[src/rtl/trng_word_gen.sv]
// Ring-oscillator TRNG with rate divider, von Neumann debiasing, repetition-count
// health test and valid/ready word packing.

module trng #(
  parameter int NUM_OSCILLATORS = 2,
  parameter int NUM_INVERTER    = 3
) (
  input  logic clk,
  input  logic rst_n,
  input  logic trng_en,
  output logic trng_out
);

  logic [NUM_OSCILLATORS-1:0] w_taps;
  logic                       r_out;

  // Each oscillator is an odd-length inverting ring advanced once per clock; distinct seeds decorrelate them.
  for (genvar g = 0; g < NUM_OSCILLATORS; g++) begin : g_osc
    logic [NUM_INVERTER-1:0] r_ring;

    always_ff @(posedge clk or negedge rst_n) begin
      if (!rst_n) begin
        r_ring <= NUM_INVERTER'(g);
      end else if (trng_en) begin
        r_ring <= {r_ring[NUM_INVERTER-2:0], ~r_ring[NUM_INVERTER-1]};
      end
    end

    assign w_taps[g] = r_ring[NUM_INVERTER-1];
  end

  always_ff @(posedge clk or negedge rst_n) begin
    if (!rst_n) begin
      r_out <= 1'b0;
    end else if (trng_en) begin
      r_out <= ^w_taps;
    end
  end

  assign trng_out = r_out;

endmodule

module trng_word_gen #(
  parameter int NUM_OSCILLATORS = 2,
  parameter int NUM_INVERTER    = 3,
  parameter int WORD_WIDTH      = 32,
  parameter int SAMPLE_DIV      = 4,
  parameter int REP_LIMIT       = 16
) (
  input  logic                  clk,
  input  logic                  rst_n,
  input  logic                  enable,
  input  logic                  debias_en,
  input  logic                  ready_i,
  output logic [WORD_WIDTH-1:0] data_o,
  output logic                  valid_o,
  output logic                  health_fail_o
);

  localparam int DIV_W = (SAMPLE_DIV > 1) ? $clog2(SAMPLE_DIV) : 1;
  localparam int REP_W = $clog2(REP_LIMIT + 1);
  localparam int BIT_W = $clog2(WORD_WIDTH + 1);
  localparam logic [DIV_W-1:0] DIV_MAX  = DIV_W'(SAMPLE_DIV - 1);
  localparam logic [REP_W-1:0] REP_MAX  = REP_W'(REP_LIMIT);
  localparam logic [BIT_W-1:0] BIT_FULL = BIT_W'(WORD_WIDTH);

  logic                  w_trng_out;
  logic                  r_sync1;
  logic                  r_raw;
  logic [DIV_W-1:0]      r_div_cnt;
  logic [REP_W-1:0]      r_rep_cnt;
  logic [REP_W-1:0]      w_rep_next;
  logic                  r_prev;
  logic                  r_phase;
  logic                  r_first;
  logic                  r_debias_q;
  logic [WORD_WIDTH-1:0] r_shreg;
  logic [BIT_W-1:0]      r_bit_cnt;
  logic                  w_tick;
  logic                  w_fail_now;
  logic                  w_debias_chg;
  logic                  w_emit;
  logic                  w_bit;
  logic                  w_full;
  logic                  w_xfer;

  trng #(
    .NUM_OSCILLATORS(NUM_OSCILLATORS),
    .NUM_INVERTER   (NUM_INVERTER)
  ) trng_i (
    .clk     (clk),
    .rst_n   (rst_n),
    .trng_en (enable),
    .trng_out(w_trng_out)
  );

  // The synchroniser is only reset by rst_n so raw stays valid across enable toggles.
  always_ff @(posedge clk or negedge rst_n) begin
    if (!rst_n) begin
      r_sync1    <= 1'b0;
      r_raw      <= 1'b0;
      r_debias_q <= 1'b0;
    end else begin
      r_sync1    <= w_trng_out;
      r_raw      <= r_sync1;
      r_debias_q <= debias_en;
    end
  end

  assign w_tick       = enable && (r_div_cnt == DIV_MAX);
  assign w_debias_chg = debias_en != r_debias_q;
  assign w_full       = r_bit_cnt == BIT_FULL;

  always_comb begin
    w_rep_next = REP_W'(1);
    if (r_rep_cnt != '0 && r_raw == r_prev) begin
      w_rep_next = (r_rep_cnt == REP_MAX) ? REP_MAX : r_rep_cnt + REP_W'(1);
    end
  end

  assign w_fail_now = w_tick && !health_fail_o && (w_rep_next == REP_MAX);

  // A pair only emits on its second tick, and only when the two samples differ.
  always_comb begin
    w_emit = 1'b0;
    w_bit  = r_raw;
    if (w_tick && !health_fail_o && !w_fail_now) begin
      if (!debias_en) begin
        w_emit = 1'b1;
      end else if (r_phase && !w_debias_chg) begin
        w_emit = r_first != r_raw;
        w_bit  = r_first;
      end
    end
  end

  assign w_xfer = enable && w_full && !w_fail_now && (!valid_o || ready_i);

  always_ff @(posedge clk or negedge rst_n) begin
    if (!rst_n) begin
      r_div_cnt     <= '0;
      r_rep_cnt     <= '0;
      r_prev        <= 1'b0;
      r_phase       <= 1'b0;
      r_first       <= 1'b0;
      r_shreg       <= '0;
      r_bit_cnt     <= '0;
      data_o        <= '0;
      valid_o       <= 1'b0;
      health_fail_o <= 1'b0;
    end else if (!enable) begin
      r_div_cnt     <= '0;
      r_rep_cnt     <= '0;
      r_phase       <= 1'b0;
      r_bit_cnt     <= '0;
      valid_o       <= 1'b0;
      health_fail_o <= 1'b0;
    end else begin
      if (w_tick) begin
        r_div_cnt <= '0;
        r_rep_cnt <= w_rep_next;
        r_prev    <= r_raw;
      end else begin
        r_div_cnt <= r_div_cnt + DIV_W'(1);
      end

      if (w_fail_now || w_debias_chg) begin
        r_phase <= 1'b0;
      end else if (w_tick && debias_en && !health_fail_o) begin
        r_phase <= !r_phase;
        if (!r_phase) begin
          r_first <= r_raw;
        end
      end

      // A bit emitted during a transfer becomes bit 0 of the next word.
      if (w_fail_now) begin
        health_fail_o <= 1'b1;
        valid_o       <= 1'b0;
        r_bit_cnt     <= '0;
      end else if (w_xfer) begin
        data_o    <= r_shreg;
        valid_o   <= 1'b1;
        r_bit_cnt <= w_emit ? BIT_W'(1) : '0;
      end else begin
        if (valid_o && ready_i) begin
          valid_o <= 1'b0;
        end
        if (w_emit && !w_full) begin
          r_bit_cnt <= r_bit_cnt + BIT_W'(1);
        end
      end

      if (w_emit && (!w_full || w_xfer)) begin
        r_shreg <= {r_shreg[WORD_WIDTH-2:0], w_bit};
      end
    end
  end

endmodule

[config.mk]
export PLATFORM = sky130hd
export DESIGN_NAME = trng_word_gen
export DESIGN_NICKNAME = d
export VERILOG_FILES = /design/src/rtl/trng_word_gen.sv
export SDC_FILE = /design/constraint.sdc
export NUM_CORES = 1
export LEC_CHECK = 0
export BUFFER_PORTS_ARGS = -buffer_cell sky130_fd_sc_hd__buf_4
export CORE_MARGIN = 1.5
export CORE_UTILIZATION = 25
export CTS_BUF_LIST = sky130_fd_sc_hd__clkbuf_4 sky130_fd_sc_hd__clkbuf_8 sky130_fd_sc_hd__clkbuf_16
export CTS_CLUSTER_DIAMETER = 50
export DETAILED_ROUTE_END_ITERATION = 8
export GPL_ROUTABILITY_DRIVEN = 0
export PLACE_DENSITY = 0.44
export SYNTH_ARGS = -nofsm -noshare
export SYNTH_HDL_FRONTEND = slang
export SYNTH_HIERARCHICAL = 1
export SYNTH_SLANG_ARGS = --single-unit
[constraint.sdc]
create_clock -name clk -period 5.7 [get_ports clk]
set_input_delay 0.285 -clock clk [delete_from_list [all_inputs] [get_ports clk]]
set_output_delay 0.285 -clock clk [all_outputs]
set_load 0.02 [all_outputs]
==> results of run 1 <==
-- registers in the layout (all words and copies together) (netlist names) --
register,cells
r_shreg,32
r_sync1,1
r_phase,1
r_raw,1
r_prev,1
r_first,1
r_debias_q,1
trng_i/g_osc.r_ring,6
r_bit_cnt,6
r_div_cnt,2
health_fail_o,1
r_rep_cnt,5
valid_o,1
trng_i/trng_out,1
data_o,32
-- synth_stat cells, types with 2 or more instances --
cell type	number	share of area, %
nand2b_1	3	0.46
mux2_4	33	12
nand4_1	3	0.46
buf_6	6	1.7
buf_4	4	0.73
xor2_1	3	0.64
o31ai_1	4	0.73
inv_1	10	0.92
mux2_2	35	9.6
xnor2_1	3	0.64
o21ai_0	11	1.3
and2_1	2	0.31
or3_1	5	0.76
mux2i_1	3	0.73
or4_1	3	0.55
nand3_1	5	0.61
nand2_1	11	1.0
nor3_1	3	0.37
buf_2	2	0.24
a21oi_1	14	1.7
dfrtp_1	91	56
ha_1	5	1.5
nor2_1	7	0.64
-- power by group through the flow --
stage               clock network [uW]  logic (uW)  registers (uW)
floorplan                            0         120             745
global placement                     0         142             758
detailed placement                   0         144             760
CTS                                676         145             748
global route                       705         160             757
finish                             658         142             747
-- routing by layer --
layer  up-vias  wire length (um)
met1      1209              3670
met2        47              3350
met5         -                 0
met3        12               273
met4         0               186
li1       1126                 -
-- logic make-up (layout without fill, tap and decap cells) --
family	Yosys count	in the layout
AOI/OAI and AO/OA	41	41
xor gates and xnor gates	6	6
adders and majority gates	5	5
buffers and inverters	24	67
DFF	92	92
muxes	72	72
and+or+nand+nor	52	52
-- area by class of cell --
cell class	instances	share of cell area, %
Clock inverter	4	1.51
Clock buffer	12	5.20
Sequential cell	92	47.2
Timing Repair Buffer	41	6.35
Inverter	10	0.769
Tap cell	216	5.53
Multi-Input combinational cell	176	33.5
-- stage by stage --
step	hold WS (ns)	utilization, %	area [um^2]	worst slack, ns
after floorplan	-0.0106	-	4090	3.47
after global placement	0.153	28.5	4550	2.76
after detailed placement	0.156	28.5	4550	2.70
after CTS	0.109	30.6	4880	2.70
after global routing	0.110	30.6	4880	2.52
final	0.123	30.6	4880	2.76
-- critical path, delay by kind of cell, from the launching register on --
family                   cells  cell delay (ns)
adder cells (fa/ha/maj)      1             0.27
multiplexers                 1             0.43
AO/OA/AOI/OAI                2             1.14
flip-flops                   1             0.42
AND/OR/NAND/NOR              2             0.55
-- worst max-delay path by stage --
stage,start,end,depth (start not counted)
global route,r_rep_cnt[0]$_DFFE_PN0P_,data_o[15]$_DFFE_PN0P_,6
CTS,r_rep_cnt[0]$_DFFE_PN0P_,data_o[11]$_DFFE_PN0P_,6
finish,r_rep_cnt[0]$_DFFE_PN0P_,data_o[11]$_DFFE_PN0P_,6
floorplan,r_rep_cnt[0]$_DFFE_PN0P_,data_o[10]$_DFFE_PN0P_,7
detailed placement,r_rep_cnt[0]$_DFFE_PN0P_,data_o[11]$_DFFE_PN0P_,6
global placement,r_rep_cnt[0]$_DFFE_PN0P_,data_o[27]$_DFFE_PN0P_,7
-- cell usage in the layout, fill, tap and decap left out, types with 2 or more instances in the layout --
cell type / Yosys / layout
dfrtp_1: 91 / 91
buf_4: 4 / 40
mux2_2: 35 / 35
mux2_4: 33 / 33
a21oi_1: 14 / 14
nand2_1: 11 / 11
o21ai_0: 11 / 11
inv_1: 10 / 10
clkbuf_16: 0 / 9
nor2_1: 7 / 7
nand3_1: 5 / 5
or3_1: 5 / 5
ha_1: 5 / 5
o31ai_1: 4 / 4
nor3_1: 3 / 3
xor2_1: 3 / 3
nand2b_1: 3 / 3
xnor2_1: 3 / 3
mux2i_1: 3 / 3
nand4_1: 3 / 3
or4_1: 3 / 3
and2_1: 2 / 2
bufinv_16: 0 / 2
clkbuf_4: 0 / 2
-- what timing repair did --
item	CTS	global route
hold buffers	1	0
endpoints found under the hold margin	14	0
resized for setup	0	0
buffers inserted	0	0
==> metrics.csv, run 1 <==
metric,value,unit
whs_path_depth,1,
netSwitchingFraction,23.4,%
r2r_slack,2.76,ns
cp.arrival,3.16,ns
drive_above_1_share,40.6,%
synth_top_family_by_area,multiplexers,
muxShareOfSynthArea,22.8,%
ir_drop,136,uV
rows,46,
hold_path_class,in -> reg,
ff2ff_path_depth,6,
avgSynthCellArea,14.0,um^2
multiInputGateArea,1630,um^2
syn_inst,292,
viasPerCell,4.34,
clk_latency,0.34,ns
grt_most_used_layer,met2,
start_kind,register,
p_leak,0.00228,uW
fillers,1615,
fin_cells,551,
clock_skew,0.00772,ns
ys_seq_area_share,56.3,%
grtUsageMet3,1.87,%
synth.cell_area,4090,um^2
cts_tree,built,
cp_data_required_time,5.92,ns
ff_latch_area,2300,um^2
async_flop_share,100,%
grt.overflow.total,0,
cts_buffer_depth,2,
relSlewSlack,25.2,%
synth-compound-area-share,6.76,%
rsz0062_at_grt,no,
hp-start,debias_en,
power_frac_comb,9.2,%
dr.pass1.iters,4,
drv_cap,0,
die_x,131,um
core_area,15900,um^2
share_seq_of_total_power,48.3,%
endpoint_kind,register,
drc,0,
drt-total-wl,7.48,mm
wire_per_inst,13.6,um
grt_use_met1,13.0,%
cts_buffers,9,
clkSlewWorstSetupHoldPaths,0.07,ns
clockPowerShare,42.5,%
finalSetupViolations,0,
antenna_found_initial,0,
r2r-start,r_rep_cnt[0]$_DFFE_PN0P_,
syn2layout_area_growth,19.4,%
yosys_warnings,6,
synthFlopType,dfrtp_1,
synth_fp_nets,302,
finalSetupTns,0,ns
synth_edf_count,0,
r2r_end,data_o[11]$_DFFE_PN0P_,
ys_types,49,
synth_simple_gate_area_share,7.62,%
ys_ff_latch,92,
min_to,r_debias_q$_DFF_PN0_,
cp_slowest_stage_delay,0.90,ns
grt_pass1_vias,2438,
p_per_area,317,nW/um^2
crit_slowest_cell,o21ai_4,
synthAdderAreaFrac,1.53,%
crit_type,reg -> reg,
hpwl,4.72,mm
grt_util_all_layers,9.69,%
fin_nets,340,
period_share,51.6,%
met2_usage,14.7,%
switchingPower,363,uW
grt_max_degree,79,
die_h,131,um
cts_sinks,92,
crit_chain,ha_1 -> and4_1 -> nor4_2 -> o311ai_2 -> o21ai_4 -> mux2_2,
cts_root_buf,clkbuf_16,
diodes,0,
grt_pass1_wl,12.8,mm
cts_max_level,3,
fin_crit,2.94,ns
place_inst,534,
path_max_fanout,32,
max_freq,0.340,GHz
ant_nets,0,
synth-xor-area-share,1.28,%
slew_viol_final,0,
die_area,17100,um^2
p_int,1180,uW
vias,2394,
run_status,finished clean,
finalPower,1550,uW
finalHoldViolations,0,
drtIter0Drc,96,
start_util,25.7,%
portBuffers,38,
io_pins,39,
worst_pin_slew,1.12,ns
(Power assumes the default switching activity.)
==> run 2: changes to the inputs <==
--- a/config.mk
+++ b/config.mk
@@ -5,6 +5,7 @@
 export SDC_FILE = /design/constraint.sdc
 export NUM_CORES = 1
 export LEC_CHECK = 0
+export ABC_AREA = 1
 export BUFFER_PORTS_ARGS = -buffer_cell sky130_fd_sc_hd__buf_4
 export CORE_MARGIN = 1.5
 export CORE_UTILIZATION = 25
==> constraint.sdc (replaced) <==
create_clock -name clk -period 2.8 [get_ports clk]
set_input_delay 0.14 -clock clk [delete_from_list [all_inputs] [get_ports clk]]
set_output_delay 0.14 -clock clk [all_outputs]
set_load 0.02 [all_outputs]
==> run 2 against run 1 <==
Against the previous run:
- wire length grew 13%
- fmax grew 34%
- critical path depth grew 8
- power grew 76%
- sequential share of layout area grew 1.2 points
- clock-buffer cell count shrank 2
- critical path type unchanged
- critical endpoint is now r_bit_cnt[0]$_DFFE_PN0P_
- largest cell class unchanged
==> metrics.csv, run 2 <==
metric,value,unit,change
run_status,finished clean,,unchanged
yosysMostFrequentCell,nand2_1,,was dfrtp_1
p_per_area,571,nW/um^2,was 317 nW/um^2
diodes,0,,unchanged
period_share,78.4,%,was 51.6%
start_util,26.0,%,was 25.7%
drt-total-wl,8.42,mm,was 7.48 mm
drv_cap,0,,unchanged
cts_buffers,9,,unchanged
vias,2993,,was 2394
syn_inst,465,,was 292
synth_area_leaders,"dfrtp_1 57%, nand2_1 20%, nand3_1 7.1%",,"was dfrtp_1 56%, mux2_4 12%, mux2_2 9.6%"
worst_pin_slew,0.542,ns,was 1.12 ns
drtIter0Drc,144,,was 96
rows,45,,was 46
fin_crit,2.20,ns,was 2.94 ns
async_flop_share,100,%,unchanged
ys_seq_area_share,57.7,%,was 56.3%
ys_types,26,,was 49
relSlewSlack,63.8,%,was 25.2%
finalSetupTns,0,ns,unchanged
cp_data_required_time,3.08,ns,was 5.92 ns
clock_skew,0.00905,ns,was 0.00772 ns
endpoint_kind,register,,unchanged
die_area,16700,um^2,was 17100 um^2
portBuffers,38,,unchanged
synth.cell_area,3990,um^2,was 4090 um^2
finalSetupViolations,0,,unchanged
place_ws,0.531,ns,was 2.70 ns
ant_nets,0,,unchanged
synth_fp_nets,475,,was 302
max_freq,0.455,GHz,was 0.340 GHz
drc,0,,unchanged
synth_top_cell_by_area,dfrtp_1,,unchanged
grt_pass1_wl,15.0,mm,was 12.8 mm
ir_drop,286,uV,was 136 uV
cp.arrival,2.48,ns,was 3.16 ns
reg_top3,"data_o: 32 flops, r_shreg: 32 flops",,unchanged
final_common_cell,nand2_1,,was dfrtp_1
fin_nets,513,,was 340
io_pins,39,,unchanged
cts_root_buf,clkbuf_16,,unchanged
ff2ff_path_depth,14,,was 6
die_x,129,um,was 131 um
drive_above_1_share,15.6,%,was 40.6%
whs_path_depth,4,,was 1
placed_cell_area,4470,um^2,was 4550 um^2
viasPerCell,4.17,,was 4.34
clk_latency,0.35,ns,was 0.34 ns
start_kind,register,,unchanged
ys_ff_latch,92,,unchanged
syn2layout_area_growth,19.5,%,was 19.4%
hpwl,5.52,mm,was 4.72 mm
rsz0062_at_grt,no,,unchanged
clkSlewWorstSetupHoldPaths,0.06,ns,was 0.07 ns
grt_max_degree,57,,was 79
path_max_fanout,19,,was 32
hold_path_class,in -> reg,,unchanged
cts_buffer_depth,2,,unchanged
fin_area,4770,um^2,was 4880 um^2
wire_per_inst,11.7,um,was 13.6 um
cts_setup_buffers,0,,unchanged
p_leak,0.00259,uW,was 0.00228 uW
core_area,15400,um^2,was 15900 um^2
cts_tree,built,,unchanged
cts_max_level,3,,unchanged
yosys_warnings,6,,unchanged
final_cell_mix,"216 x nand2_1, 91 x dfrtp_1, 57 x nand3_1",,"was 91 x dfrtp_1, 40 x buf_4, 35 x mux2_2"
netlist.area_leader.share,57.1,%,was 55.7%
cts_sinks,92,,unchanged
r2r_slack,0.60,ns,was 2.76 ns
grt_pass1_vias,3027,,was 2438
cts_resized,0,,unchanged
final_util,31.0,%,was 30.6%
synth_edf_count,0,,unchanged
slew_viol_final,0,,unchanged
cts_hold_buf,2,,was 1
grt_util_all_layers,11.5,%,was 9.69%
synth_common_cells,"216 x nand2_1, 91 x dfrtp_1, 57 x nand3_1, 22 x inv_1, 13 x buf_2",,"was 91 x dfrtp_1, 35 x mux2_2, 33 x mux2_4, 14 x a21oi_1"
finalHoldViolations,0,,unchanged
avgSynthCellArea,8.58,um^2,was 14.0 um^2
antenna_found_initial,0,,unchanged
dr.pass1.iters,6,,was 4
die_h,129,um,was 131 um
synthFlopType,dfrtp_1,,unchanged
worst_slack,0.605,ns,was 2.76 ns
grt.overflow.total,0,,unchanged
crit_type,reg -> reg,,unchanged
## run 2: cell count changes in the layout (fill, tap and decap cells not counted), sizes merged, moves of 4 or more
cell / change
nand2: +210
nand3: +54
o31ai: -4
or3: -5
mux2: -69
nor2: +9
clkinv: +4
a21oi: -12
inv: +20
## run 2: layout make-up
cell class | count | area (um^2)
Tap cell | 211 | 264
Timing Repair Buffer | 44 | 348
Multi-Input combinational cell | 325 | 1460
Fill cell | 1643 | 10600
Clock inverter | 5 | 36.3
Inverter | 31 | 121
Clock buffer | 10 | 239
Sequential cell | 92 | 2300
## run 2: report_power, final
group | switching (uW) | internal (uW) | total (uW)
clock | 528 | 626 | 1150
sequential | 38.6 | 1380 | 1420
combinational | 101 | 48.8 | 150
## run 2: logic make-up (layout without fill, tap and decap cells)
kind of cell / after synthesis / count (layout) / synth area share [%]
AND/OR/NAND/NOR: 301 / 301 / 31.7
flip-flops: 92 / 92 / 57.7
buffers and inverters: 48 / 90 / 5.80
AO/OA/AOI/OAI: 14 / 14 / 2.07
adder cells (fa/ha/maj): 5 / 5 / 1.57
XOR/XNOR: 5 / 5 / 1.10
## run 2: per-stage QoR
| stage | cells | hold slack [ns] | power [uW] |
|---|---|---|---|
| floorplan | 465 | -0.156 | 1530 |
| global placement | 701 | 0.161 | 1590 |
| detailed placement | 701 | 0.166 | 1600 |
| CTS | 718 | 0.116 | 2780 |
| global route | 718 | 0.147 | 2860 |
| finish | 718 | 0.124 | 2720 |
## run 2: worst max-delay path, cell delays in order, from the launching register on
cell	delay (ns)
dfrtp_1	0.39
inv_1	0.09
ha_1	0.22
nand2_1	0.11
nand2_1	0.07
nor2_2	0.14
nor2_2	0.06
nand2_1	0.14
nand2_2	0.09
inv_2	0.27
buf_4	0.29
nor2_1	0.06
nor2_1	0.09
nand2_1	0.05
nand2_1	0.05
## run 2: final timing paths
kind                                          start                                     to
setup / recovery           r_rep_cnt[0]$_DFFE_PN0P_               r_bit_cnt[0]$_DFFE_PN0P_
hold / removal                              ready_i                    valid_o$_DFFE_PN0P_
setup reg to reg           r_rep_cnt[0]$_DFFE_PN0P_               r_bit_cnt[0]$_DFFE_PN0P_
hold reg to reg                   r_sync1$_DFF_PN0_                        r_raw$_DFF_PN0_
max in group asynchronous                     rst_n                 data_o[10]$_DFFE_PN0P_
min in group asynchronous                     rst_n  trng_i/g_osc[0].r_ring[0]$_DFFE_PN0P_
## run 2: routing by layer
layer	global-route usage [%]	vias up	share of wire, %
met5	0	-	0
met1	14.9	1414	48
li1	-	1531	-
met4	4.03	0	1.3
met2	17.6	38	45
met3	4.29	10	5.3
